$ cat src/rtl/mem_if_unit.sv
// LC-3 memory interface unit: MAR/MDR, request/acknowledge handshake, MDR bus driver.
// Define MEMIF_TIMEOUT_EN to compile in the REQ watchdog, the ERR state and the sticky mem_err.
module mem_if_unit #(
  parameter int TIMEOUT = 255
) (
  input  logic        clk,
  input  logic        reset_n,
  input  logic        ld_mar,
  input  logic        ld_mdr,
  input  logic        mio_en,
  input  logic        r_w,
  input  logic        gate_mdr,
  input  logic [15:0] bus_in,
  output logic [15:0] bus_out,
  output logic        bus_drv,
  output logic        mem_ready,
  output logic        mem_err,
  output logic        mem_req,
  output logic        mem_we,
  output logic [15:0] mem_addr,
  output logic [15:0] mem_wdata,
  input  logic [15:0] mem_rdata,
  input  logic        mem_ack
);

  localparam int DATA_W = 16;

  if (TIMEOUT < 1 || TIMEOUT > 65535) begin : g_bad_timeout
    $error("mem_if_unit: TIMEOUT must be in 1..65535");
  end

`ifdef MEMIF_TIMEOUT_EN
  localparam int WD_W = $clog2(TIMEOUT + 1);
  typedef enum logic [1:0] {IDLE, REQ, DONE, ERR} state_t;
  logic [WD_W-1:0] wd_q, wd_d;
  logic            err_q, err_d;
`else
  typedef enum logic [1:0] {IDLE, REQ, DONE} state_t;
`endif

  state_t              state_q, state_d;
  logic [DATA_W-1:0]   mar_q, mar_d;
  logic [DATA_W-1:0]   mdr_q, mdr_d;
  logic                we_q, we_d;
  logic                mem_req_q, mem_req_d;
  logic                mem_we_q, mem_we_d;
  logic                mem_ready_q, mem_ready_d;

  // Request/ready/we are computed for the state being entered, so they are registered outputs.
  always_comb begin
    state_d     = state_q;
    mar_d       = mar_q;
    mdr_d       = mdr_q;
    we_d        = we_q;
    mem_req_d   = 1'b0;
    mem_we_d    = 1'b0;
    mem_ready_d = 1'b0;
`ifdef MEMIF_TIMEOUT_EN
    wd_d        = wd_q;
    err_d       = err_q;
`endif
    case (state_q)
      IDLE: begin
        if (ld_mar) mar_d = bus_in;
        if (mio_en) begin
          we_d      = r_w;
          state_d   = REQ;
          mem_req_d = 1'b1;
          mem_we_d  = r_w;
`ifdef MEMIF_TIMEOUT_EN
          wd_d      = '0;
`endif
        end else if (ld_mdr) begin
          mdr_d = bus_in;
        end
      end
      REQ: begin
        // An ack always beats a simultaneous watchdog expiry.
        if (mem_ack) begin
          if (!we_q) mdr_d = mem_rdata;
          state_d     = DONE;
          mem_ready_d = 1'b1;
        end else begin
          mem_req_d = 1'b1;
          mem_we_d  = we_q;
`ifdef MEMIF_TIMEOUT_EN
          if (int'(wd_q) < TIMEOUT) wd_d = wd_q + WD_W'(1);
          if (int'(wd_q) + 1 >= TIMEOUT) begin
            state_d     = ERR;
            mem_req_d   = 1'b0;
            mem_we_d    = 1'b0;
            mem_ready_d = 1'b1;
          end
`endif
        end
      end
      DONE: state_d = IDLE;
`ifdef MEMIF_TIMEOUT_EN
      ERR: begin
        state_d = IDLE;
        err_d   = 1'b1;
        if (!we_q) mdr_d = '0;
      end
`endif
      default: state_d = IDLE;
    endcase
  end

  always_ff @(posedge clk or negedge reset_n) begin
    if (!reset_n) begin
      state_q     <= IDLE;
      mar_q       <= '0;
      mdr_q       <= '0;
      we_q        <= 1'b0;
      mem_req_q   <= 1'b0;
      mem_we_q    <= 1'b0;
      mem_ready_q <= 1'b0;
`ifdef MEMIF_TIMEOUT_EN
      wd_q        <= '0;
      err_q       <= 1'b0;
`endif
    end else begin
      state_q     <= state_d;
      mar_q       <= mar_d;
      mdr_q       <= mdr_d;
      we_q        <= we_d;
      mem_req_q   <= mem_req_d;
      mem_we_q    <= mem_we_d;
      mem_ready_q <= mem_ready_d;
`ifdef MEMIF_TIMEOUT_EN
      wd_q        <= wd_d;
      err_q       <= err_d;
`endif
    end
  end

  assign bus_out   = gate_mdr ? mdr_q : '0;
  assign bus_drv   = gate_mdr;
  assign mem_req   = mem_req_q;
  assign mem_we    = mem_we_q;
  assign mem_ready = mem_ready_q;
  assign mem_addr  = mar_q;
  assign mem_wdata = mdr_q;
`ifdef MEMIF_TIMEOUT_EN
  assign mem_err   = err_q;
`else
  assign mem_err   = 1'b0;
`endif

endmodule

$ cat config.mk
export PLATFORM = sky130hd
export DESIGN_NAME = mem_if_unit
export DESIGN_NICKNAME = d
export VERILOG_FILES = /design/src/rtl/mem_if_unit.sv
export SDC_FILE = /design/constraint.sdc
export NUM_CORES = 1
export LEC_CHECK = 0
export CORE_ASPECT_RATIO = 0.7
export CORE_UTILIZATION = 43
export CTS_CLUSTER_DIAMETER = 40
export CTS_CLUSTER_SIZE = 12
export DETAILED_ROUTE_END_ITERATION = 6
export PLACE_DENSITY = 0.83
export SETUP_SLACK_MARGIN = 0.3
export SYNTH_ARGS = -nofsm -noshare
export SYNTH_HDL_FRONTEND = slang
export SYNTH_SLANG_ARGS = --single-unit
$ cat constraint.sdc
create_clock -name clk -period 3.3 [get_ports clk]
set_input_delay 0.33 -clock clk [delete_from_list [all_inputs] [get_ports clk]]
set_output_delay 0.33 -clock clk [all_outputs]
set_load 0.005 [all_outputs]
# --- Word level (Yosys, flattened, before mapping) ---
# Index checks and enable logic that the tools add are counted.
word_totals:
  reg_bits: 38
  input_bits: 40
  output_inout_bits: 53
op_classes:
  eq_ne: 6
  mux: 17
  n_reduce_logical: 6
op_table:
  columns: ["cell", "count"]
  rows:
  - ["$mux W16", 5]
  - ["$pmux W16 S2", 1]
  - ["$ne A2 B2 Y1 const B", 5]
  - ["$mux W1", 6]
  - ["$reduce_and A2 Y1", 3]
  - ["$reduce_and A5 Y1", 1]
  - ["$mux W2", 2]
  - ["$pmux W1 S2", 2]
  - ["$pmux W2 S2", 1]
  - ["$eq A2 B1 Y1 const B", 1]
  - ["$logic_not A2 Y1", 1]
  - ["$reduce_bool A2 Y1", 1]

# --- Longest topological paths before layout ---
# Gate-level depths: netlist of the first run.
logic_depth:
  word_depth: 3
  depth_mapped: 6
  mapped_depth_nobuf: 3

# --- Least setup slack after synthesis of the first run ---
# OpenSTA, ideal clock, no wires.
synth_timing:
  path_kind: "reg2reg"
  from: "register state_q[0]"
  to: "register mdr_q[10], in the netlist mem_wdata[10]"
  arrival_ns: 1.465
  setup_slack_ns: 1.710
  stages_incl_launch_ff: 7
  period_less_slack_ns: 1.590
  path_cell_list: "dfrtp_1 > nor2b_1 > buf_6 > a32o_1 > buf_6 > buf_6 > mux2_4"
synth_via:
  elab_chain_len: 3
  word_cells_on_any_way: 9
synth_rtl:
  columns: ["item", "line", "text"]
  rows:
  - ["start, declared", "41", "state_t state_q, state_d;"]
  - ["start signal, assigned", "123", "state_q <= state_d;"]
  - ["$eq A2 B1 Y1 or $logic_not A2 Y1 (tied branches)", "62", "case (state_q)"]
  - ["$ne A2 B2 Y1 (no line) or $reduce_bool A2 Y1 (tied branches)", null, null]
  - ["$reduce_and A5 Y1 (no line)", null, null]
  - ["end signal, assigned", "125", "mdr_q <= mdr_d;"]
  - ["end, declared", "43", "logic [DATA_W-1:0] mdr_q, mdr_d;"]
# Several ways; a longest one is shown, not always the timed one.
# A chain may end at the register's enable or synchronous reset.

# --- Worst setup path in the final report of the first run ---
layout_timing:
  from: "input port gate_mdr"
  to: "output port bus_out[6]"
layout_via:
  elab_chain_len: 1
layout_rtl:
  columns: ["item", "line", "text"]
  rows:
  - ["start, declared", "12", "input logic gate_mdr,"]
  - ["$mux W16", "137", "assign bus_out = gate_mdr ? mdr_q : '0;"]
  - ["end, declared", "14", "output logic [15:0] bus_out,"]
# Every way passes these cells.

==> out/qor.yml, run 1 <==
layout-drive-gt1-share_pct: 28.05
cts.sinks: 38
post-route-period-util_pct: 65.37
synth-seq-area-share_pct: 52.67
grt_pass1_vias: 1356
synthTopCellsByArea: "dfrtp_1 (53%), mux2_2 (24%), mux2_4 (8.3%), and2_1 (6.6%), buf_6 (1.9%)"
ctsResizeCount: 0
rows: 19
worst_setup_path_end_kind: "output pin"
dp_hpwl_um: 3151
die_y_um: 56.22
crit_chain: "clkdlybuf4s50_1, and2_1, clkdlybuf4s50_1"
post-route-min-period_ns: 2.157
mostFrequentLayoutCell: "clkdlybuf4s50_1"
setup_viol: 0
clock-skew-final_ns: 0.003174
drtIter0Drc: 36
tritoncts: "done"
required_ns: 2.97
outcome: "completed"
cp_max_fo: 17
crit_slowest_cell: "clkdlybuf4s50_1"
synth_area_per_cell_um2: 14.00
clock_path_buffers: 2
grt_max_degree: 39
clock_latency_ns: 0.28
nets: 260
yosysWarnings: 0
hold_violations: 0
grt_pass1_wl_um: 6879
p_per_area_nw_per_um2: 770.4
via_count: 1292
globalplace.congestion: 0.7407
power_leakage_uw: 0.001173
grt_usage_pct: 20.70
max_freq_mhz: 463.6
slew_violations: 0
area_delta_synth_final_pct: 57.10
start_kind: "input port"
synth_top_area_share_pct: 52.67
tightest_slew_ns: 0.8099
die_area_um2: 4466
rsz0062_at_grt: "no"
core_um2: 3970
synth_nets: 169
grt_overflow: 0
drc: 0
initial_core_util_pct: 45.48
clk_pin_slew_worst_paths_ns: 0.07
drv_cap: 0
slew_headroom_pct: 46.00
yosysTopAreaCell: "dfrtp_1"
fin_util_pct: 71.45
cts-buffers-inserted: 5
htreeDepth: 2
cts-root-buf: "clkbuf_8"
worstPathArrival_ns: 1.83
insertedDiodeCount: 0
cp_common_cell: "clkdlybuf4s50_1"
critPathMaxStageDelay_ns: 0.77
dr.pass1.iters: 3
hp-class: "input port to asynchronous set/reset pin"
ys_types: 18
cts_hold_buf: 0
cts_setup_buffers: 0
post_drt_via_cell_ratio: 4.733
syn_area_um2: 1805
antenna_found_initial: 0
postRouteAntennaNets: 0
synthCells: 129
critPathKind: "input port to output pin"
wl_per_cell_um: 15.62
ys_seq_elements: 38
vdd_drop_max_uv: 512.7
setup_tns_ns: 0
io_buffers: 91
io_pins: 93
totalWireLength_um: 4264
dieWidth_um: 79.45
final_cell_mix: "clkdlybuf4s50_1 (90), mux2_2 (39), dfrtp_1 (38), and2_1 (19), mux2_4 (10)"
[logic make-up (layout without fill, tap and decap cells)]
| logic type | count (synthesis) | after routing | synth area share (%) |
|---|---|---|---|
| AOI/OAI and AO/OA | 4 | 4 | 1.386 |
| other | 1 | 1 | 0.2077 |
| DFF | 38 | 38 | 52.67 |
| buffers and inverters | 10 | 102 | 3.949 |
| and+or+nand+nor | 27 | 27 | 9.147 |
| muxes | 49 | 49 | 32.64 |
[critical path, delay by kind of cell]
family                 cells  cell delay [ns]
buffers and inverters      2             1.28
and+or+nand+nor            1             0.21
[flip-flops by register name, indices dropped and copies added (netlist names)]
register	flops
mem_wdata	16
mem_req	1
mem_ready	1
mem_we	1
mem_addr	16
we_q	1
state_q	2
[layer usage]
metal  global-route usage (%)  vias to the layer above  share of wire [%]
met4                    5.455                        0               0.80
met3                    5.738                        5                5.7
met2                    33.33                       39                 49
met5                        0                        -                  0
met1                    27.43                      630                 44
li1                         -                      618                  -
[final timing paths]
| kind | start | endpoint | slack (ns) | cells past startpoint |
|---|---|---|---|---|
| max | gate_mdr | bus_out[6] | 1.14 | 3 |
| max in group asynchronous | reset_n | mem_addr[0]$_DFFE_PN0P_ | 2.65 | 1 |
| min in group clk | mem_addr[0]$_DFFE_PN0P_ | mem_addr[0]$_DFFE_PN0P_ | 0.51 | 1 |
| max reg2reg | state_q[1]$_DFFE_PN0P_ | mem_wdata[5]$_DFFE_PN0P_ | 1.43 | 4 |
| min reg2reg | mem_addr[0]$_DFFE_PN0P_ | mem_addr[0]$_DFFE_PN0P_ | 0.51 | 1 |
| min | reset_n | mem_addr[1]$_DFFE_PN0P_ | 0.13 | 1 |
[metrics by stage]
stage / area (um2) / hold WS [ns] / instances / power (uW) / setup WS (ns)
floorplan: 1805 / 0.03441 / 129 / 1223 / 1.710
global placement: 2726 / 0.4681 / 265 / 1806 / 1.178
detailed placement: 2726 / 0.4679 / 265 / 1833 / 1.102
CTS: 2836 / 0.1581 / 273 / 2211 / 1.091
global route: 2836 / 0.2075 / 273 / 2312 / 1.048
finish: 2836 / 0.1319 / 273 / 2185 / 1.143
[synth_stat cells, drive strengths merged]
master / instances
a21oi: 3
dfrtp: 38
nand3b: 1
clkbuf: 1
mux2: 49
inv: 1
and2: 19
nor2: 1
or2: 1
nand2b: 2
buf: 8
nor2b: 2
nand2: 1
conb: 1
a32o: 1
[cell type report]
type	count	area (um2)
clock buffers	8	110.1
fillers	274	1134
multi-input cells	81	785.8
inverters	1	3.754
well taps	52	65.06
flip-flops and latches	38	950.9
repair buffers	93	920.9
[power breakdown]
| part | total [uW] | internal (uW) | switching [uW] |
|---|---|---|---|
| combinational | 1020 | 731 | 290 |
| sequential | 796 | 664 | 133 |
| clock | 368 | 211 | 157 |
| total | 2190 | 1610 | 579 |
Note: power is estimated with default switching activity, not from simulation.
==> run 2: changes to the inputs <==
Settings changed: CORE_UTILIZATION 43 to 39, PLACE_DENSITY 0.83 to 0.76.
Clock period 3.3 ns to 2.1 ns, I/O delays scaled along.
==> run 2 against run 1 <==
Compared with the run above:
- largest cell class is now buffers
- setup slack got worse by 0.76 ns
- via count increased by 3.4%
- first-iteration DRC count decreased by 44%
- global-route usage decreased by 1.5 points
- non-clock buffer count increased by 3
- die area increased by 9.9%
- count of clock-buffer cells in the layout decreased by 1
- combinational power increased by 62%
- clock power increased by 24%
- sequential share of layout area decreased by 0.059 points
==> out/qor.yml, run 2 (synthesis results as in run 1) <==
clock_latency_ns: 0.28  # about the same
nets: 263  # +1.2%
fin_util_pct: 64.89  # -6.6 points
grt_overflow: 0  # unchanged
grt_pass1_vias: 1449  # +6.9%
rows: 20  # +1
final_cells: 278  # +1.8%
final_cell_mix: "clkdlybuf4s50_1 (90), mux2_2 (39), dfrtp_1 (38), and2_1 (19), mux2_4 (10)"
clock_path_buffers: 2  # unchanged
start_kind: "input port"
outcome: "completed"
antenna_found_initial: 0  # unchanged
via_count: 1336  # +3.4%
stdcell_area_um2: 2841  # +0.18%
power_leakage_uw: 0.001172  # about the same
power.share.sequential_pct: 37.3  # +0.9 points
layout-drive-gt1-share_pct: 27.80  # -0.25 points
crit_chain: "clkdlybuf4s50_1, buf_4, and2_1, clkdlybuf4s50_1"
cts-buffers-inserted: 5  # unchanged
die_y_um: 58.93  # +4.8%
p_comb_share_pct: 49.1  # +2.4 points
cts.sinks: 38  # unchanged
cp_num_buf_inv: 3  # +1
dieWidth_um: 83.33  # +4.9%
worst_setup_path_end_kind: "output pin"
hold_violations: 0  # unchanged
io_pins: 93  # unchanged
crit_slowest_cell: "clkdlybuf4s50_1"
core_um2: 4379  # +10%
fin_hold_ws_ns: 0.02675  # -0.1051 ns
totalWireLength_um: 4444  # +4.2%
drc: 0  # unchanged
post-route-min-period_ns: 1.718
cts_setup_buffers: 0  # unchanged
setup_tns_ns: 0  # unchanged
critPathMaxStageDelay_ns: 0.51  # -0.26 ns
rsz0062_at_grt: "no"
critPathKind: "input port to output pin"
drv_cap: 0  # unchanged
switchingPower_uw: 915.6  # +58%
placed_cell_area_um2: 2765  # +1.4%
htreeDepth: 2  # unchanged
globalplace.congestion: 0.7551  # +1.9%
setup_viol: 0  # unchanged
hp-class: "input port to asynchronous set/reset pin"
slew_violations: 0  # unchanged
cp_max_fo: 17  # unchanged
insertedDiodeCount: 0  # unchanged
critical_path.top_delay_family: "buffers and inverters"
dr.pass1.iters: 4  # +1
vdd_drop_max_uv: 706.1  # +38%
grt_pass1_wl_um: 7182  # +4.4%
initial_core_util_pct: 41.23  # -4.2 points
dp_cells: 271  # +2.3%
required_ns: 1.89  # -1.08 ns
post_drt_via_cell_ratio: 4.806  # +1.5%
wl_per_cell_um: 15.99  # +2.3%
post-route-period-util_pct: 81.79
clock-skew-final_ns: 0.005815  # +0.002641 ns
mostFrequentLayoutCell: "clkdlybuf4s50_1"
cts_hold_buf: 0  # unchanged
p_per_area_nw_per_um2: 1183  # +54%
io_buffers: 91  # unchanged
p_int_uw: 2446  # +52%
p_sw_share_pct: 27.24  # +0.74 points
area_delta_synth_final_pct: 57.38
tightest_slew_ns: 0.8459  # +0.03600 ns
ctsResizeCount: 0  # unchanged
grt_max_degree: 39  # unchanged
drtIter0Drc: 20  # -44%
max_freq_mhz: 582.2
slew_headroom_pct: 43.60  # -2.4 points
cts-root-buf: "clkbuf_8"
die_area_um2: 4910  # +9.9%
tritoncts: "done"
cp_common_cell: "clkdlybuf4s50_1"
worstPathArrival_ns: 1.51  # -0.32 ns
pwr-share-clk_pct: 13.6  # -3.2 points
grt_usage_pct: 19.24  # -1.5 points
postRouteAntennaNets: 0  # unchanged
clk_pin_slew_worst_paths_ns: 0.07  # about the same
dp_hpwl_um: 3296  # +4.6%
-- run 2: cell types whose count changed in the layout (fill, tap and decap cells not counted) --
cell      previous run  this run
clkbuf_8             8         5
clkbuf_1             0         2
buf_4                2         4
buf_12               0         1
-- run 2: stage by stage --
| step | total power [uW] | setup WS, ns |
|---|---|---|
| finish | 3361 | 0.3825 |
| CTS | 3396 | 0.3714 |
| floorplan | 1923 | 0.5098 |
| detailed placement | 2919 | 0.3699 |
| global route | 3567 | 0.3174 |
| global placement | 2878 | 0.3874 |
-- run 2: area by class of cell --
cell class	instances	area, um2
clock buffers	7	76.32
well taps	55	68.82
multi-input cells	81	785.8
fillers	331	1538
inverters	1	3.754
repair buffers	96	955.9
flip-flops and latches	38	950.9
-- run 2: power groups by stage --
| stage | combinational, uW | clock (uW) | sequential, uW |
|---|---|---|---|
| 6_report | 1650 | 458 | 1250 |
| 5_1_grt | 1770 | 507 | 1290 |
| 4_1_cts | 1670 | 470 | 1260 |
| 3_5_place_dp | 1660 | 0 | 1260 |
| 3_3_place_gp | 1640 | 0 | 1240 |
| 2_1_floorplan | 672 | 0 | 1250 |
-- run 2: worst paths after layout --
kind,start,to,slack (ns),cells past startpoint
worst max register to register,state_q[0]$_DFFE_PN0P_,mem_wdata[3]$_DFFE_PN0P_,0.43,5
worst max-delay path,gate_mdr,bus_out[7],0.38,4
worst min-delay path,reset_n,mem_addr[2]$_DFFE_PN0P_,0.03,1
max in group asynchronous,reset_n,mem_wdata[7]$_DFFE_PN0P_,1.53,1
worst min register to register,mem_addr[9]$_DFFE_PN0P_,mem_addr[9]$_DFFE_PN0P_,0.51,1
min in group clk,mem_addr[9]$_DFFE_PN0P_,mem_addr[9]$_DFFE_PN0P_,0.51,1
-- run 2: routing by layer --
layer / up-vias / wire [um] / track usage (%)
met4: 0 / 22 / 5.419
li1: 624 / - / -
met3: 4 / 372 / 7.433
met5: - / 0 / 0
met1: 655 / 1906 / 23.91
met2: 53 / 2142 / 31.85
-- run 2: worst reg2reg max path: cells and delay by family, from the launching register on --
family	cells	cell delay [ns]
simple gates	1	0.17
compound gates	1	0.25
buf+inv	2	0.38
flops	1	0.39
mux	1	0.35
